$ cat config.mk
export PLATFORM = sky130hd
export DESIGN_NAME = vga_rx
export DESIGN_NICKNAME = d
export VERILOG_FILES = /design/src/rtl/vga_rx.sv
export SDC_FILE = /design/constraint.sdc
export NUM_CORES = 1
export LEC_CHECK = 0
export ABC_AREA = 1
export CAP_MARGIN = 20
export CORE_UTILIZATION = 50
export CTS_CLUSTER_DIAMETER = 120
export DETAILED_ROUTE_END_ITERATION = 8
export GPL_TIMING_DRIVEN = 0
export PLACE_DENSITY = 0.85
export SLEW_MARGIN = 15
export SYNTH_ARGS = -nofsm -noshare
export SYNTH_HDL_FRONTEND = slang
export SYNTH_SLANG_ARGS = --single-unit
$ cat constraint.sdc
create_clock -name vgaclk -period 8.5 [get_ports vgaclk]
set_clock_uncertainty 0.1 [all_clocks]
set_input_delay 1.7 -clock vgaclk [delete_from_list [all_inputs] [get_ports vgaclk]]
set_output_delay 1.7 -clock vgaclk [all_outputs]
set_load 0.05 [all_outputs]
$ cat src/rtl/vga_rx.sv
// rtl/vga_rx.sv - VGA receiver: sync tracking, lock detection, pixel coordinates and colour reduction
//
// Optional feature macro: VGA_RX_CHECKSUM_EN (per-frame pixel checksum on frame_sum).
//
// Ports:
//   vgaclk            in   pixel clock
//   rst               in   synchronous, active-high reset
//   hsync, vsync      in   active-low syncs
//   red, green, blue  in   4-bit colour components
//   px_x, px_y        out  active pixel coordinate (0 when px_valid is 0)
//   px_valid          out  locked and inside the active window
//   px_red, px_green  out  3-bit reduced colour
//   px_blue           out  2-bit reduced colour
//   frame_start       out  one-cycle pulse per vsync rise
//   locked            out  timing lock status
//   timing_err        out  one-cycle pulse on a line or frame timing violation
//   frame_sum         out  per-frame checksum (0 without VGA_RX_CHECKSUM_EN)
//   frame_sum_valid   out  one-cycle pulse when frame_sum updates
module vga_rx #(
    parameter int HPIXELS     = 640,
    parameter int HBP         = 48,
    parameter int VPIXELS     = 480,
    parameter int VBP         = 33,
    parameter int HTOTAL      = 800,
    parameter int HTOL        = 2,
    parameter int VTOTAL      = 525,
    parameter int LOCK_FRAMES = 2
) (
    input  logic        vgaclk,
    input  logic        rst,
    input  logic        hsync,
    input  logic        vsync,
    input  logic [3:0]  red,
    input  logic [3:0]  green,
    input  logic [3:0]  blue,
    output logic [9:0]  px_x,
    output logic [9:0]  px_y,
    output logic        px_valid,
    output logic [2:0]  px_red,
    output logic [2:0]  px_green,
    output logic [1:0]  px_blue,
    output logic        frame_start,
    output logic        locked,
    output logic        timing_err,
    output logic [15:0] frame_sum,
    output logic        frame_sum_valid
);

    localparam logic [1:0] ST_ACQUIRE = 2'd0;
    localparam logic [1:0] ST_TRACK   = 2'd1;
    localparam logic [1:0] ST_LOCKED  = 2'd2;

    localparam logic [9:0]  HBP_W   = 10'(HBP);
    localparam logic [9:0]  H_END   = 10'(HBP + HPIXELS);
    localparam logic [9:0]  VBP_W   = 10'(VBP);
    localparam logic [9:0]  V_END   = 10'(VBP + VPIXELS);
    localparam logic [10:0] LEN_MIN = 11'(HTOTAL - HTOL);
    localparam logic [10:0] LEN_MAX = 11'(HTOTAL + HTOL);
    localparam logic [10:0] VTOT_W  = 11'(VTOTAL);
    localparam logic [7:0]  LOCK_N  = 8'(LOCK_FRAMES);

    logic       hs_s1, hs_s2, vs_s1, vs_s2;
    logic [2:0] r_s1, g_s1;
    logic [1:0] b_s1;
    logic       primed, h_arm, v_arm, h_seen, frame_err;
    logic [9:0] h_q, v_q;
    logic [1:0] state;
    logic [7:0] good_cnt;

    logic        h_rise, v_rise, line_bad, frame_bad, err_now, frame_ok, pix_on;
    logic [9:0]  h_inc, v_inc, h_cur, v_cur;
    logic [10:0] line_len, frame_cnt;
    logic [7:0]  good_nxt;

    // Low colour bits are dropped by the reduction.
    logic unused_colour;
    assign unused_colour = ^{red[0], green[0], blue[1:0]};

    // The sync stages come out of reset low, which looks like an asserted
    // sync. A rise only counts once a real low has been sampled, so a reset
    // released mid-line or mid-frame cannot fake an edge.
    assign h_rise = hs_s1 & ~hs_s2 & h_arm;
    assign v_rise = vs_s1 & ~vs_s2 & v_arm;

    assign h_inc = (h_q == 10'h3FF) ? h_q : h_q + 10'd1;
    assign v_inc = (v_q == 10'h3FF) ? v_q : v_q + 10'd1;
    assign h_cur = h_rise ? 10'd0 : h_inc;
    assign v_cur = v_rise ? 10'd0 : (h_rise ? v_inc : v_q);

    // h_q holds the count of the previous cycle, so the line just ended is h_q+1 clocks.
    assign line_len = {1'b0, h_q} + 11'd1;
    assign line_bad = h_rise & h_seen & ((line_len < LEN_MIN) | (line_len > LEN_MAX));

    // An hsync rise coincident with the vsync rise still belongs to the frame that ends.
    assign frame_cnt = {1'b0, v_q} + {10'd0, h_rise};
    assign frame_bad = v_rise & (state != ST_ACQUIRE) & (frame_cnt != VTOT_W);

    assign err_now  = line_bad | frame_bad;
    assign frame_ok = ~frame_err & ~err_now;
    assign good_nxt = good_cnt + 8'd1;

    assign pix_on = locked & (h_cur >= HBP_W) & (h_cur < H_END) & (v_cur >= VBP_W) & (v_cur < V_END);

    assign locked = (state == ST_LOCKED);

    always_ff @(posedge vgaclk) begin
        if (rst) begin
            hs_s1       <= 1'b0;
            hs_s2       <= 1'b0;
            vs_s1       <= 1'b0;
            vs_s2       <= 1'b0;
            r_s1        <= 3'd0;
            g_s1        <= 3'd0;
            b_s1        <= 2'd0;
            primed      <= 1'b0;
            h_arm       <= 1'b0;
            v_arm       <= 1'b0;
            h_seen      <= 1'b0;
            frame_err   <= 1'b0;
            h_q         <= 10'd0;
            v_q         <= 10'd0;
            state       <= ST_ACQUIRE;
            good_cnt    <= 8'd0;
            timing_err  <= 1'b0;
            frame_start <= 1'b0;
            px_valid    <= 1'b0;
            px_x        <= 10'd0;
            px_y        <= 10'd0;
            px_red      <= 3'd0;
            px_green    <= 3'd0;
            px_blue     <= 2'd0;
        end else begin
            hs_s1  <= hsync;
            hs_s2  <= hs_s1;
            vs_s1  <= vsync;
            vs_s2  <= vs_s1;
            r_s1   <= red[3:1];
            g_s1   <= green[3:1];
            b_s1   <= blue[3:2];
            primed <= 1'b1;
            h_arm  <= h_arm | (primed & ~hs_s1);
            v_arm  <= v_arm | (primed & ~vs_s1);
            h_seen <= h_seen | h_rise;
            h_q    <= h_cur;
            v_q    <= v_cur;

            timing_err  <= err_now;
            frame_start <= v_rise;
            frame_err   <= v_rise ? 1'b0 : (frame_err | err_now);

            px_valid <= pix_on;
            px_x     <= pix_on ? h_cur - HBP_W : 10'd0;
            px_y     <= pix_on ? v_cur - VBP_W : 10'd0;
            px_red   <= pix_on ? r_s1 : 3'd0;
            px_green <= pix_on ? g_s1 : 3'd0;
            px_blue  <= pix_on ? b_s1 : 2'd0;

            // Lock reacts to the registered timing_err, so locked drops the
            // cycle after the error pulse.
            case (state)
                ST_ACQUIRE: begin
                    if (v_rise) begin
                        state    <= ST_TRACK;
                        good_cnt <= 8'd0;
                    end
                end
                ST_TRACK: begin
                    if (v_rise && frame_ok) begin
                        good_cnt <= good_nxt;
                        if (good_nxt >= LOCK_N) begin
                            state <= ST_LOCKED;
                        end
                    end else if (v_rise || timing_err) begin
                        good_cnt <= 8'd0;
                    end
                end
                ST_LOCKED: begin
                    if (timing_err) begin
                        state    <= ST_TRACK;
                        good_cnt <= 8'd0;
                    end
                end
                default: begin
                    state    <= ST_ACQUIRE;
                    good_cnt <= 8'd0;
                end
            endcase
        end
    end

`ifdef VGA_RX_CHECKSUM_EN
    logic [15:0] acc, sum_next;

    assign sum_next = acc + (px_valid ? {8'd0, px_red, px_green, px_blue} : 16'd0);

    always_ff @(posedge vgaclk) begin
        if (rst) begin
            acc             <= 16'd0;
            frame_sum       <= 16'd0;
            frame_sum_valid <= 1'b0;
        end else begin
            frame_sum_valid <= 1'b0;
            if (v_rise) begin
                acc <= 16'd0;
                if (locked) begin
                    frame_sum       <= sum_next;
                    frame_sum_valid <= 1'b1;
                end
            end else begin
                acc <= sum_next;
            end
        end
    end
`else
    assign frame_sum       = 16'd0;
    assign frame_sum_valid = 1'b0;
`endif

endmodule

==> results.toml <==
[critical_path]
path_class = "flop to primary output"
cp_max_fo = 4
worstPathArrival_ns = 1.76
start_kind = "flop"
required_ns = 6.70
endpoint_kind = "primary output"

[global_route]
antenna_found_initial = 0
grt_pass1_wl_um = 15100
grt_usage = 0.226
use_met3 = 0.0530
use_met1 = 0.284
overflow = 0
grt_pass1_vias = 3421
grt-busiest-layer = "met2"
met2_usage = 0.376
grt_max_degree = 17

[layout]
area_growth_pct = 21.0
drive_gt1_frac = 0.112
layout.nets = 672
antenna_cells = 0

[synthesis]
ys_top_cells_by_count = "nand2_1, nor2_1, inv_1, dfxtp_1, nand3_1"
yosys-top-cells-area = "dfxtp_1, nand2_1, nor2_1, inv_1, nand3_1"
yosysMostFrequentCell = "nand2_1"
async_flop_share = 0
synth_largest_area_cell = "dfxtp_1"
synth_area_um2 = 3950
seq_area_frac_synth = 0.395
yosysWarnings = 0
syn_inst = 577
synth_top_area_share = 0.395
avgSynthCellArea_um2 = 6.85
yosysUniqueCellTypes = 35
synth_top_flop_cell = "dfxtp_1"
yosys_register_bits = 78
synth_edf_count = 0

[clocking]
clkLatencyLatePin_ns = 0.36
clock_sinks = 78
cts_buffer_depth = 2
post_cts_resized = 0
hold_buffers = 0
cts_tree = "built"
postCtsSetupBuffers = 0
cts_buffers = 9
cts_root_buf = "clkbuf_8"
htreeDepth = 3
cts.clk_slew.worst_paths_ns = 0.09

[die]
floorplan.die.height_um = 90.9
start_util = 0.514
rows = 32
die_area_um2 = 8270
top_level_ports = 65
core_area_um2 = 7690
fp.dieW_um = 90.9

[sta]
finalSetupViolations = 0
max_freq_mhz = 281
setup_ws_ns = 4.94
rsz0062_at_grt = "false"
min_period_ns = 3.56
fin_crit_sh = 0.419
slew_headroom = 0.626
finalMaxSlewViolations = 0
hold_viol = 0
finalSetupTns_ns = 0
tightest_slew_ns = 0.561
whs_ns = 0.318

[drt]
first_pass_iters = 5
drc = 0
drt.antenna.violating_nets = 0
vias_per_cell = 4.95
dr.first_iter.drc_count = 294
drt-total-wl_um = 8900
wl_per_cell_um = 11.8
num_vias = 3732

[outcome]
status = "completed"

[place]
dp_slack_ns = 5.05
gp_congestion = 0.912
dp_hpwl_um = 6640
io_buffers = 43

[job]
maxCapViolCount = 0

[power_and_ir_drop]
power_leakage_nw = 2.31
powerDensity_nw_per_um2 = 160
peakVddDrop_uv = 102

[min_path]
min_path_type = "flop to flop"
## power breakdown
part | leakage (nW) | switching, mW | total [mW] | internal, mW
Combinational | 1.57 | 0.0575 | 0.0850 | 0.0275
Sequential | 0.634 | 0.00583 | 0.379 | 0.373
Clock | 0.106 | 0.158 | 0.302 | 0.143
## kinds of logic (layout without fill, tap and decap cells)
family	Yosys count	after routing	synth area share
other cells	1	17	0.000948
buf+inv	125	184	0.140
simple gates	304	304	0.345
fa+ha+maj	9	9	0.0285
xor+xnor	11	11	0.0244
flops	78	78	0.395
compound gates	49	49	0.0665
## layout by cell type (no fill, tap or decap), types with 2 or more instances in the layout
master,synthesis,layout
clkbuf_8,0,9
o21ai_0,12,12
clkdlybuf4s50_1,0,43
nand3_2,8,8
buf_1,2,2
buf_4,17,17
nand3_1,51,51
dfxtp_1,78,78
nor2_4,2,2
nor3_1,6,6
o21ai_1,3,3
buf_2,5,5
inv_8,0,3
or2_2,5,5
conb_1,1,17
a21oi_1,27,27
inv_2,5,5
clkbuf_1,4,4
a31oi_1,2,2
nor2_2,3,3
inv_1,89,89
nand2_1,118,118
nor2_1,91,91
buf_6,2,2
ha_1,9,9
nand4_1,11,11
xor2_1,10,10
nand2_2,5,5
o211ai_1,2,2
## routing by layer
metal | routed length (um) | share of wire
met1 | 4010 | 0.45
met5 | 0 | 0
met4 | 167 | 0.019
met3 | 580 | 0.065
met2 | 4140 | 0.47
## worst max-delay path, stage by stage, from the launching register on
cell,delay [ns]
dfxtp_1,0.36
inv_1,0.09
nor2_1,0.13
clkdlybuf4s50_1,0.82
## final cells by class
cell class                      count  area [um^2]
Buffer                             30          198
Clock buffer                        9          124
Clock inverter                      7         88.8
Fill cell                         692         2900
Inverter                           95          357
Multi-Input combinational cell    390         1900
Sequential cell                    78         1560
Tap cell                          102          128
Timing Repair Buffer               43          430
## per-stage QoR
| stage | std cells | area, um^2 | util | power (mW) |
|---|---|---|---|---|
| 4_1_cts | 754 | 4780 | 0.622 | 0.766 |
| 3_5_place_dp | 738 | 4570 | 0.595 | 0.471 |
| 3_3_place_gp | 738 | 4570 | 0.595 | 0.467 |
| 5_1_grt | 754 | 4780 | 0.622 | 0.792 |
| 2_1_floorplan | 593 | 4010 | - | 0.452 |
| 6_report | 754 | 4780 | 0.622 | 0.765 |
## flip-flops by register name, indices dropped and copies added, names as in the netlist, 2 cells and up
signal	flops
good_cnt	8
h_q	10
px_blue	2
px_x	10
px_red	3
state	2
g_s1	3
px_green	3
px_y	10
b_s1	2
v_q	10
r_s1	3
## path summary, 6_finish.rpt
kind                         start                      to  slack (ns)  cells past startpoint
min             g_s1[0]$_SDFF_PP0_  px_green[0]$_SDFF_PP0_        0.32                      2
min reg2reg     g_s1[0]$_SDFF_PP0_  px_green[0]$_SDFF_PP0_        0.32                      2
max reg2reg      v_q[0]$_SDFF_PP0_      px_y[0]$_SDFF_PP0_        5.19                     19
max          state[1]$_SDFFE_PP0P_                  locked        4.94                      3
(Power assumes the default switching activity.)
